<file path="config.mk">
export PLATFORM = sky130hd
export DESIGN_NAME = modexp_seq_flat
export DESIGN_NICKNAME = d
export VERILOG_FILES = /design/src/rtl/modexp_seq_pkg.sv /design/src/rtl/modexp_seq_if.sv /design/src/rtl/modexp_seq_mod_mult.sv /design/src/rtl/modexp_seq.sv /design/src/flat_wrapper.sv
export SDC_FILE = /design/constraint.sdc
export NUM_CORES = 2
export LEC_CHECK = 0
export CAP_MARGIN = 0
export CORE_ASPECT_RATIO = 2
export CORE_MARGIN = 4
export CORE_UTILIZATION = 47
export DETAILED_ROUTE_END_ITERATION = 6
export HOLD_SLACK_MARGIN = 0.1
export PLACE_DENSITY = 0.78
export SYNTH_ARGS = -nofsm -noshare
export SYNTH_HDL_FRONTEND = slang
export SYNTH_SLANG_ARGS = --single-unit
</file>
<file path="constraint.sdc">
create_clock -name clk -period 15.4 [get_ports clk]
set_input_delay 1.54 -clock clk [delete_from_list [all_inputs] [get_ports clk]]
set_output_delay 1.54 -clock clk [all_outputs]
set_load 0.02 [all_outputs]
</file>
<file path="src/rtl/modexp_seq_pkg.sv">
// Shared types and helpers for the modular exponentiator: FSM/op encodings
// and the cycle-exact latency model.
package rsa_pkg;

    localparam int MAX_WIDTH = 1024;

    typedef enum logic [2:0] {
        S_IDLE,
        S_LOAD,
        S_OP_GO,
        S_OP_WAIT,
        S_FIN
    } modexp_state_e;

    typedef enum logic {
        OP_SQ,
        OP_MUL
    } op_e;

    typedef enum logic {
        MM_IDLE,
        MM_BUSY
    } mm_state_e;

    // Cycle (accept = 0) in which done is high for a valid request with exponent e.
    function automatic int modexp_latency(input int width, input logic [MAX_WIDTH-1:0] e);
        int k;
        int pop;
        k   = 0;
        pop = 0;
        for (int i = 0; i < MAX_WIDTH; i++) begin
            if (e[i]) begin
                k = i;
                pop++;
            end
        end
        if (k == 0) return 2;
        return 2 + (k + pop - 1) * (width + 2);
    endfunction

endpackage

</file>
<file path="src/rtl/modexp_seq_if.sv">
// Request/response bundle between the register file, the exponentiator and
// the cipher output buffer.
interface modexp_seq_if #(parameter int WIDTH = 128);

    logic             start;
    logic             ready;
    logic [WIDTH-1:0] message;
    logic [WIDTH-1:0] e_key;
    logic [WIDTH-1:0] n;
    logic [WIDTH-1:0] c;
    logic             done;
    logic             err;

    modport master (
        output start, message, e_key, n,
        input  ready, c, done, err
    );

    modport slave (
        input  start, message, e_key, n,
        output ready, c, done, err
    );

endinterface

</file>
<file path="src/rtl/modexp_seq_mod_mult.sv">
// Interleaved MSB-first modular multiplier: p = a*b mod n in WIDTH iterations,
// done pulses WIDTH+1 cycles after start. Requires a, b < n.
module mod_mult_seq
    import rsa_pkg::*;
#(
    parameter int WIDTH = 128
) (
    input  logic             clk,
    input  logic             reset_n,
    input  logic             start,
    input  logic [WIDTH-1:0] a,
    input  logic [WIDTH-1:0] b,
    input  logic [WIDTH-1:0] n,
    output logic [WIDTH-1:0] p,
    output logic             done
);

    localparam int AW = WIDTH + 2;
    localparam int CW = $clog2(WIDTH);

    mm_state_e        state_q;
    logic [WIDTH-1:0] a_q;
    logic [WIDTH-1:0] b_q;
    logic [WIDTH-1:0] n_q;
    logic [WIDTH-1:0] acc_q;
    logic [CW-1:0]    cnt_q;
    logic             done_q;

    logic [AW-1:0]    sum;
    logic [AW-1:0]    sub1;
    logic [AW-1:0]    nExt;
    logic [WIDTH-1:0] acc_d;

    // 2*acc + a stays below 3n, so two conditional subtractions fully reduce it.
    always_comb begin
        nExt  = AW'(n_q);
        sum   = AW'({acc_q, 1'b0}) + (b_q[cnt_q] ? AW'(a_q) : '0);
        sub1  = (sum >= nExt) ? (sum - nExt) : sum;
        acc_d = (sub1 >= nExt) ? WIDTH'(sub1 - nExt) : WIDTH'(sub1);
    end

    always_ff @(posedge clk or negedge reset_n) begin
        if (!reset_n) begin
            state_q <= MM_IDLE;
            a_q     <= '0;
            b_q     <= '0;
            n_q     <= '0;
            acc_q   <= '0;
            cnt_q   <= '0;
            done_q  <= 1'b0;
        end else begin
            done_q <= 1'b0;
            case (state_q)
                MM_IDLE: begin
                    if (start) begin
                        a_q     <= a;
                        b_q     <= b;
                        n_q     <= n;
                        acc_q   <= '0;
                        cnt_q   <= CW'(WIDTH - 1);
                        state_q <= MM_BUSY;
                    end
                end
                MM_BUSY: begin
                    acc_q <= acc_d;
                    if (cnt_q == '0) begin
                        done_q  <= 1'b1;
                        state_q <= MM_IDLE;
                    end else begin
                        cnt_q <= cnt_q - CW'(1);
                    end
                end
                default: state_q <= MM_IDLE;
            endcase
        end
    end

    assign p    = acc_q;
    assign done = done_q;

endmodule

</file>
<file path="src/rtl/modexp_seq.sv">
// Left-to-right square-and-multiply modular exponentiator, c = message^e_key mod n,
// built around one shared sequential modular multiplier.
module modexp_seq
    import rsa_pkg::*;
#(
    parameter int WIDTH = 128
) (
    input  logic        clk,
    input  logic        reset_n,
    modexp_seq_if.slave bus
);

    localparam int IW = $clog2(WIDTH);
    localparam logic [WIDTH-1:0] ONE = WIDTH'(1);

    modexp_state_e    state_q;
    logic [WIDTH-1:0] msg_q;
    logic [WIDTH-1:0] e_q;
    logic [WIDTH-1:0] n_q;
    logic [WIDTH-1:0] r_q;
    logic [IW-1:0]    bit_q;
    op_e              op_q;
    logic             bad_q;
    logic             ready_q;
    logic             done_q;
    logic             err_q;
    logic [WIDTH-1:0] c_q;
    logic             mmStart_q;
    logic [31:0]      latCnt_q;

    logic [IW-1:0]    msbIdx;
    logic             badLoad;
    logic [WIDTH-1:0] mmB;
    logic [WIDTH-1:0] mmP;
    logic             mmDone;

    always_comb begin
        msbIdx = '0;
        for (int j = 0; j < WIDTH; j++) begin
            if (e_q[j]) msbIdx = IW'(j);
        end
        badLoad = (n_q == '0) || (msg_q >= n_q);
        mmB     = (op_q == OP_SQ) ? r_q : msg_q;
    end

    mod_mult_seq #(.WIDTH(WIDTH)) u_mult (
        .clk     (clk),
        .reset_n (reset_n),
        .start   (mmStart_q),
        .a       (r_q),
        .b       (mmB),
        .n       (n_q),
        .p       (mmP),
        .done    (mmDone)
    );

    always_ff @(posedge clk or negedge reset_n) begin
        if (!reset_n) begin
            state_q   <= S_IDLE;
            msg_q     <= '0;
            e_q       <= '0;
            n_q       <= '0;
            r_q       <= '0;
            bit_q     <= '0;
            op_q      <= OP_SQ;
            bad_q     <= 1'b0;
            ready_q   <= 1'b1;
            done_q    <= 1'b0;
            err_q     <= 1'b0;
            c_q       <= '0;
            mmStart_q <= 1'b0;
            latCnt_q  <= '0;
        end else begin
            done_q    <= 1'b0;
            mmStart_q <= 1'b0;
            latCnt_q  <= latCnt_q + 32'd1;
            case (state_q)
                S_IDLE: begin
                    if (bus.start) begin
                        msg_q    <= bus.message;
                        e_q      <= bus.e_key;
                        n_q      <= bus.n;
                        ready_q  <= 1'b0;
                        latCnt_q <= 32'd1;
                        state_q  <= S_LOAD;
                    end
                end
                S_LOAD: begin
                    bad_q <= badLoad;
                    r_q   <= msg_q;
                    bit_q <= msbIdx - IW'(1);
                    op_q  <= OP_SQ;
                    if (badLoad) begin
                        c_q     <= '0;
                        err_q   <= 1'b1;
                        done_q  <= 1'b1;
                        state_q <= S_FIN;
                    end else if (msbIdx == '0) begin
                        // e is 0 or 1: no multiplications, 1 mod n collapses to 0 when n == 1.
                        c_q     <= e_q[0] ? msg_q : ((n_q == ONE) ? '0 : ONE);
                        err_q   <= 1'b0;
                        done_q  <= 1'b1;
                        state_q <= S_FIN;
                    end else begin
                        mmStart_q <= 1'b1;
                        state_q   <= S_OP_GO;
                    end
                end
                S_OP_GO: begin
                    state_q <= S_OP_WAIT;
                end
                S_OP_WAIT: begin
                    if (mmDone) begin
                        r_q <= mmP;
                        if (op_q == OP_SQ && e_q[bit_q]) begin
                            op_q      <= OP_MUL;
                            mmStart_q <= 1'b1;
                            state_q   <= S_OP_GO;
                        end else if (bit_q == '0) begin
                            c_q     <= mmP;
                            err_q   <= 1'b0;
                            done_q  <= 1'b1;
                            state_q <= S_FIN;
                        end else begin
                            bit_q     <= bit_q - IW'(1);
                            op_q      <= OP_SQ;
                            mmStart_q <= 1'b1;
                            state_q   <= S_OP_GO;
                        end
                    end
                end
                S_FIN: begin
                    ready_q <= 1'b1;
                    state_q <= S_IDLE;
                end
                default: begin
                    ready_q <= 1'b1;
                    state_q <= S_IDLE;
                end
            endcase
        end
    end

    // latCnt_q equals the cycle number since accept, so in FIN it must match the model.
    always_ff @(posedge clk) begin
        if (reset_n && state_q == S_FIN && !bad_q)
            assert (int'(latCnt_q) == modexp_latency(WIDTH, MAX_WIDTH'(e_q)));
    end

    assign bus.ready = ready_q;
    assign bus.done  = done_q;
    assign bus.err   = err_q;
    assign bus.c     = c_q;

endmodule

</file>
<file path="src/flat_wrapper.sv">
// flat-port wrapper written by rule: the top's interface ports become plain ports
module modexp_seq_flat import rsa_pkg::*;
#(
    parameter int WIDTH = 128
)
  (clk, reset_n, bus_start, bus_message, bus_e_key, bus_n, bus_ready, bus_c, bus_done, bus_err);
  modexp_seq_if #(.WIDTH(WIDTH)) bus_i ();
  input  logic clk;
  input  logic reset_n;
  input wire logic [$bits(bus_i.start)-1:0] bus_start;
  input wire logic [$bits(bus_i.message)-1:0] bus_message;
  input wire logic [$bits(bus_i.e_key)-1:0] bus_e_key;
  input wire logic [$bits(bus_i.n)-1:0] bus_n;
  output wire logic [$bits(bus_i.ready)-1:0] bus_ready;
  output wire logic [$bits(bus_i.c)-1:0] bus_c;
  output wire logic [$bits(bus_i.done)-1:0] bus_done;
  output wire logic [$bits(bus_i.err)-1:0] bus_err;
  assign bus_i.start = bus_start;
  assign bus_i.message = bus_message;
  assign bus_i.e_key = bus_e_key;
  assign bus_i.n = bus_n;
  assign bus_ready = bus_i.ready;
  assign bus_c = bus_i.c;
  assign bus_done = bus_i.done;
  assign bus_err = bus_i.err;
  modexp_seq #(.WIDTH(WIDTH)) u_core (.clk(clk), .reset_n(reset_n), .bus(bus_i));
endmodule
</file>
* Yosys cells after proc, flatten, opt, wreduce, memory -nomap -nowiden
Index checks and enable logic that the tools add are counted.
** Cells by class
- $add $sub $neg :: 6
- Order comparisons :: 5
- Eq/ne operators :: 13
- Muxes and demuxes :: 190
- Bitwise gates (word level) :: 3
- Reductions and logical operators :: 18
** Operators by type and width (count)
- 128-bit 2-to-1 mux :: 11
- 7-bit 2-to-1 mux :: 131
- 128-bit case mux with 2 select lines :: 3
- 130-bit by 128-bit greater-or-equal comparator with 1-bit output :: 2
- 129-bit by 128-bit adder with 130-bit output :: 1
- 130-bit 2-to-1 mux :: 1
- 130-bit by 128-bit subtractor with 130-bit output :: 1
- 128-bit by 1-bit equality test with 1-bit output, second input constant :: 1
- 128-bit greater-or-equal comparator :: 1
- 128-bit logical NOT :: 1
- 128-bit subtractor :: 1
- 7-bit case mux with 2 select lines :: 2
- 1-bit 2-to-1 mux :: 27
- 7-bit logical NOT :: 3
- 7-bit by 1-bit subtractor with 7-bit output, second input constant :: 3
- 3-bit 2-to-1 mux :: 6
- 7-bit by 8-bit < comparator with 1-bit output, second input constant :: 2
- 1-bit binary-select mux with 7-bit select :: 2
- 1-bit case mux with 2 select lines :: 6
- 3-bit case mux with 4 select lines :: 1
- 2-bit AND reduction :: 6
- 2-bit != test, second input constant :: 5
- 3-bit by 2-bit equality test with 1-bit output, second input constant :: 2
- 5-bit AND reduction :: 1
- 12 further kinds :: 15
** Storage, ports and cells
- Bits in registers :: 1176

* Logic depth before layout (Yosys ltp)
- Depth in word-level cells :: 131
- Mapped depth :: 67
- Mapped depth without buffers :: 56

* By module
From an unflattened synthesis, not the netlist that was laid out.
** Unflattened totals
- Cells, all modules :: 9912
- Area total of the unflattened synthesis :: 84205.8 um^2
** Modules (own cells, without submodules)
- mod_mult_seq :: times used 1, cells each 6398, area an instance 48591.6 um^2, sequential area each 13037.5 um^2
- modexp_seq :: times used 1, cells each 3514, area an instance 35614.2 um^2, sequential area each 16392.0 um^2

* Worst setup path before layout
No wires, ideal clock.
- Path type :: reg-to-reg
- Start point :: register u_core.u_mult.cnt_q[0]
- End point :: register u_core.u_mult.acc_q[120], in the netlist u_core.u_mult.p[120]
- Arrival :: 13.434 ns
- Setup slack :: 1.828 ns
- Cell stages (with the launch flop) :: 61
- Path buffers :: 8
- Period minus slack after synthesis :: 13.572 ns
- Cell sequence :: dfrtp_1 -> clkbuf_1 -> buf_1 -> mux4_2 -> mux4_2 -> mux4_2 -> nand2_1 -> o21ai_0 -> clkbuf_1 -> clkbuf_1 -> clkbuf_1 -> and2_1 -> ha_1 -> fa_1 -> a211oi_1 -> nor2_1 -> o211ai_1 -> a31oi_2 -> [... 25 more ...] -> fa_1 -> nand2b_1 -> a21oi_1 -> o211ai_1 -> a21bo_2 -> a211o_1 -> or4_1 -> and3_1 -> clkbuf_1 -> o31ai_2 -> a211o_1 -> a21boi_1 -> o31ai_1 -> a2111oi_0 -> a41o_1 -> a211oi_1 -> mux2_1 -> o22ai_1
** On the way
- Word-level cells in the longest chain between the ends :: 9
** RTL lines
- start: declaration :: line modexp_seq_mod_mult.sv:26 : logic [CW-1:0] cnt_q;
- start signal: assignment :: line modexp_seq_mod_mult.sv:60 : cnt_q <= CW'(WIDTH - 1);
- start signal: assignment :: line modexp_seq_mod_mult.sv:70 : cnt_q <= cnt_q - CW'(1);
- 1-bit binary-select mux with 7-bit select * :: line modexp_seq_mod_mult.sv:37 : sum = AW'({acc_q, 1'b0}) + (b_q[cnt_q] ? AW'(a_q) : '0);
- 1-bit 2-to-1 mux (implied by the code) * :: line modexp_seq_mod_mult.sv:37
- 128-bit 2-to-1 mux * :: line modexp_seq_mod_mult.sv:37
- 129-bit by 128-bit adder with 130-bit output * :: line modexp_seq_mod_mult.sv:37
- 130-bit by 128-bit subtractor with 130-bit output or 130-bit by 128-bit greater-or-equal comparator with 1-bit output (tied branches) :: line modexp_seq_mod_mult.sv:38 : sub1 = (sum >= nExt) ? (sum - nExt) : sum;
- 130-bit 2-to-1 mux * :: line modexp_seq_mod_mult.sv:38
- 128-bit subtractor or 130-bit by 128-bit greater-or-equal comparator with 1-bit output (tied branches) :: line modexp_seq_mod_mult.sv:39 : acc_d = (sub1 >= nExt) ? WIDTH'(sub1 - nExt) : WIDTH'(sub1);
- 128-bit 2-to-1 mux * :: line modexp_seq_mod_mult.sv:39
- 128-bit case mux with 2 select lines * :: line modexp_seq_mod_mult.sv:53 : case (state_q)
- end signal: assignment :: line modexp_seq_mod_mult.sv:48 : acc_q <= '0;
- end signal: assignment :: line modexp_seq_mod_mult.sv:59 : acc_q <= '0;
- end signal: assignment :: line modexp_seq_mod_mult.sv:65 : acc_q <= acc_d;
- end: declaration :: line modexp_seq_mod_mult.sv:25 : logic [WIDTH-1:0] acc_q;
Mark *: on every way between the ends. The rest lies on a longest branch, timed or not. The select of a mux whose other input is x is not followed.
A chain may end at the register's enable or synchronous reset.

* Final worst setup path
Same ends and word-level chain as after synthesis.

==> flow_summary.toml <==
[cts]
clkLatencyLatePin_ns = 0.78
cts_root_buf = "clkbuf_16"
tritoncts = "done"
cts_hold_buf = 0
cts.clk_slew.worst_paths_ns = 0.07
cts_made_buffers = 108
htreeDepth = 3
cts_max_path_buffers = 3
cts_setup_buffers = 0
numClockSinks = 1176

[setup_path]
cp.required_ns = 16.09
critPathLaunch = "u_core.u_mult.cnt_q[0]$_DFFE_PN0P_"
worst-r2r-setup-slack_ns = 0.52
cp.depth = 58
max_stage_delay_ns = 0.63
worstPathArrival_ns = 15.57
critical_path.top_delay_family = "compound AO/OA/AOI/OAI gates"
setup.worst_path.end = "u_core.u_mult.p[120]$_DFFE_PN0P_"
path_buf_inv = 11
crit_slowest_cell = "nor4_1"
r2r_start = "u_core.u_mult.cnt_q[0]$_DFFE_PN0P_"
ff2ff_path_depth = 58
start_kind = "register"
crit_top_cell = "buf_4"
reg2reg_to = "u_core.u_mult.p[120]$_DFFE_PN0P_"
crit_fanout = 13
path_class = "register to register"
end_kind = "register"

[place]
place_congestion = 1.03
placed_cells = 11403
port_buffers = 517
hpwlAfterDp_um = 232000

[drt]
vias = 70036
drtIter0Drc = 4432
detail-route-antenna-nets = 0
drc = 0
wl_um = 293000
drt-pass1-iter-count = 6
post_drt_wl_per_cell_um = 25.3
via_per_inst = 6.03

[synth]
synth_area_leaders = "dfrtp_1 37%, ha_1 8.1%, mux2_2 8.1%"
avgSynthCellArea_um2 = 9.39
async_flop_share_pct = 100
syn-cell-area_um2 = 79000
syn_nets = 9310
ys.flop_type = "dfrtp_1"
synth_cells = 8407
ys_seq_area_share_pct = 37.3
yosys_warnings = 0
yosys.area.top_type = "dfrtp_1"
yosysUniqueCellTypes = 96
synth_edf_count = 0
synth_seq_cells = 1176
netlist.area_leader.share_pct = 37.2

[timing]
worstMarginPinSlew_ns = 1.25
finalSetupViolations = 0
min_period_ns = 14.88
slew_headroom_pct = 15.5
tns_ns = 0
finalHoldViolCount = 0
finalCritPeriodShare_pct = 96.6
whs_ns = 0.478
maxSlewViolCount = 0
max_freq_mhz = 67.2
skew_ns = 0.0471

[grt]
met3_usage_pct = 4.57
grt.met1_usage_pct = 30.1
grt_antenna_before_repair = 7
track_usage_pct = 32.5
grt_use_met2_pct = 59.8
grt_pass1_wl_um = 437000
busiest_layer = "met2"
gr-total-overflow = 0
grt_pass1_vias = 74310
grt_max_degree = 223

[min_path]
min_path_type = "register to register"

[die]
num_rows = 212
die_h_um = 588
fp.dieW_um = 298
ios = 518
coreArea_um2 = 167000
start_util_pct = 47.3
dieArea_um2 = 175000

[flow_run]
cap_violations = 0

[run_status]
status = "complete, no violations"

[final_layout]
area_growth_syn_to_layout_pct = 20.3
nFillCells = 14598
drive_gt1_share_pct = 17.6
fin_nets = 10278
final_cells = 11608
[worst register-to-register path, delay by kind of cell, from the launching register on]
kind            cells  cell delay, ns
compound gates     28            6.15
xor+xnor            1            0.16
fa+ha+maj           3            0.86
buf+inv            11            2.19
flops               1            0.49
mux                 5            2.34
simple gates       10            2.61
[flip-flops by register name (all words and copies together) (netlist names)]
signal                 count
u_core.state_q             3
u_core.u_mult.n_q        128
u_core.u_mult.done         1
u_core.e_q               128
u_core.u_mult.b_q        128
u_core.mmStart_q           1
u_core.bus.c             128
u_core.u_mult.state_q      1
u_core.bus.err             1
u_core.u_mult.p          128
u_core.bus.ready           1
u_core.msg_q             128
u_core.n_q               128
u_core.bit_q               7
u_core.u_mult.a_q        128
u_core.r_q               128
u_core.u_mult.cnt_q        7
u_core.op_q                1
u_core.bus.done            1
[synth_stat cells, drive strengths merged (38+ instances only)]
cell type     n
o211ai       38
nand3       109
o21ai       882
nand4       102
a211oi       54
inv         384
a22o        132
clkbuf      346
xnor2       249
o21bai       72
nor2        374
ha          513
a21o        265
mux2i       383
dfrtp      1175
nor3         99
mux2        574
nor4         85
buf          63
xor2        114
and3         47
a21oi       490
and2        150
nor2b        76
o21a         81
a31oi        52
mux4         79
nand2b       83
o22ai        53
nand2       962
[cells in the final DEF (no fill, tap or decap), types with 79 or more instances in the layout]
master / count
nand4_1: 101
a22o_1: 132
clkdlybuf4s50_1: 516
nor2_1: 371
and2_1: 149
nand2_1: 959
nor3_1: 98
o21a_1: 81
nand2b_1: 83
o21ai_0: 850
mux2i_1: 383
xor2_1: 114
a21oi_1: 486
xnor2_1: 248
mux2_2: 570
inv_1: 383
mux4_2: 79
buf_4: 727
nand3_1: 108
clkbuf_16: 109
dfrtp_1: 1168
a21o_1: 265
ha_1: 512
[layout make-up]
type,instances,area (um^2),share of cell area (%)
Clock inverter,46,592,0.623
Tap cell,2140,2680,2.82
Multi-Input combinational cell,6438,46600,49.1
Inverter,384,1440,1.52
Timing Repair Buffer,1267,11100,11.7
Antenna cell,3,7.51,0.00790
Clock buffer,154,3110,3.27
Sequential cell,1176,29400,31.0
[layer usage]
layer	up-vias	wire length [um]
met1	34120	93500
met3	1148	13000
li1	32253	-
met5	-	30
met2	2511	150000
met4	4	36200
[cell families (layout without fill, tap and decap cells)]
kind of cell	Yosys count	in the layout	share of synthesized area, %
AOI/OAI and AO/OA	2348	2348	18.5
xor gates and xnor gates	363	363	4.03
adders and majority gates	516	516	8.21
buffers and inverters	793	1851	3.90
DFF	1176	1176	37.3
muxes	1036	1036	15.3
other	0	3	0
and+or+nand+nor	2175	2175	12.8
[through the flow]
stage	area [um^2]	utilization, %	setup WS, ns
2_1_floorplan	79000	-	1.83
3_3_place_gp	91200	54.7	0.483
3_5_place_dp	91200	54.7	0.284
4_1_cts	94900	56.9	0.170
5_1_grt	95000	56.9	-0.00305
6_report	95000	56.9	0.521
[timing repair]
item                                    in CTS  in global routing
endpoints found under the hold margin        0                  0
endpoints found under the setup margin       0                119
resized for setup                            0                 14
[worst min-delay path by stage]
| stage | slack, ns | endpoint | cells after the start | startpoint |
|---|---|---|---|---|
| after floorplan | 0.44 | u_core.u_mult.b_q[102]$_DFFE_PN0P_ | 2 | u_core.u_mult.b_q[102]$_DFFE_PN0P_ |
| after CTS | 0.48 | u_core.u_mult.b_q[66]$_DFFE_PN0P_ | 2 | u_core.u_mult.b_q[66]$_DFFE_PN0P_ |
| after global routing | 0.50 | u_core.u_mult.b_q[66]$_DFFE_PN0P_ | 2 | u_core.u_mult.b_q[66]$_DFFE_PN0P_ |
| final | 0.48 | u_core.u_mult.b_q[66]$_DFFE_PN0P_ | 2 | u_core.u_mult.b_q[66]$_DFFE_PN0P_ |
| after detailed placement | 0.47 | u_core.u_mult.b_q[66]$_DFFE_PN0P_ | 2 | u_core.u_mult.b_q[66]$_DFFE_PN0P_ |
| after global placement | 0.46 | u_core.u_mult.b_q[71]$_DFFE_PN0P_ | 2 | u_core.u_mult.b_q[71]$_DFFE_PN0P_ |
Power is not shown: default switching activity piles up to over one toggle a cycle in this logic, so the estimate is an artifact.
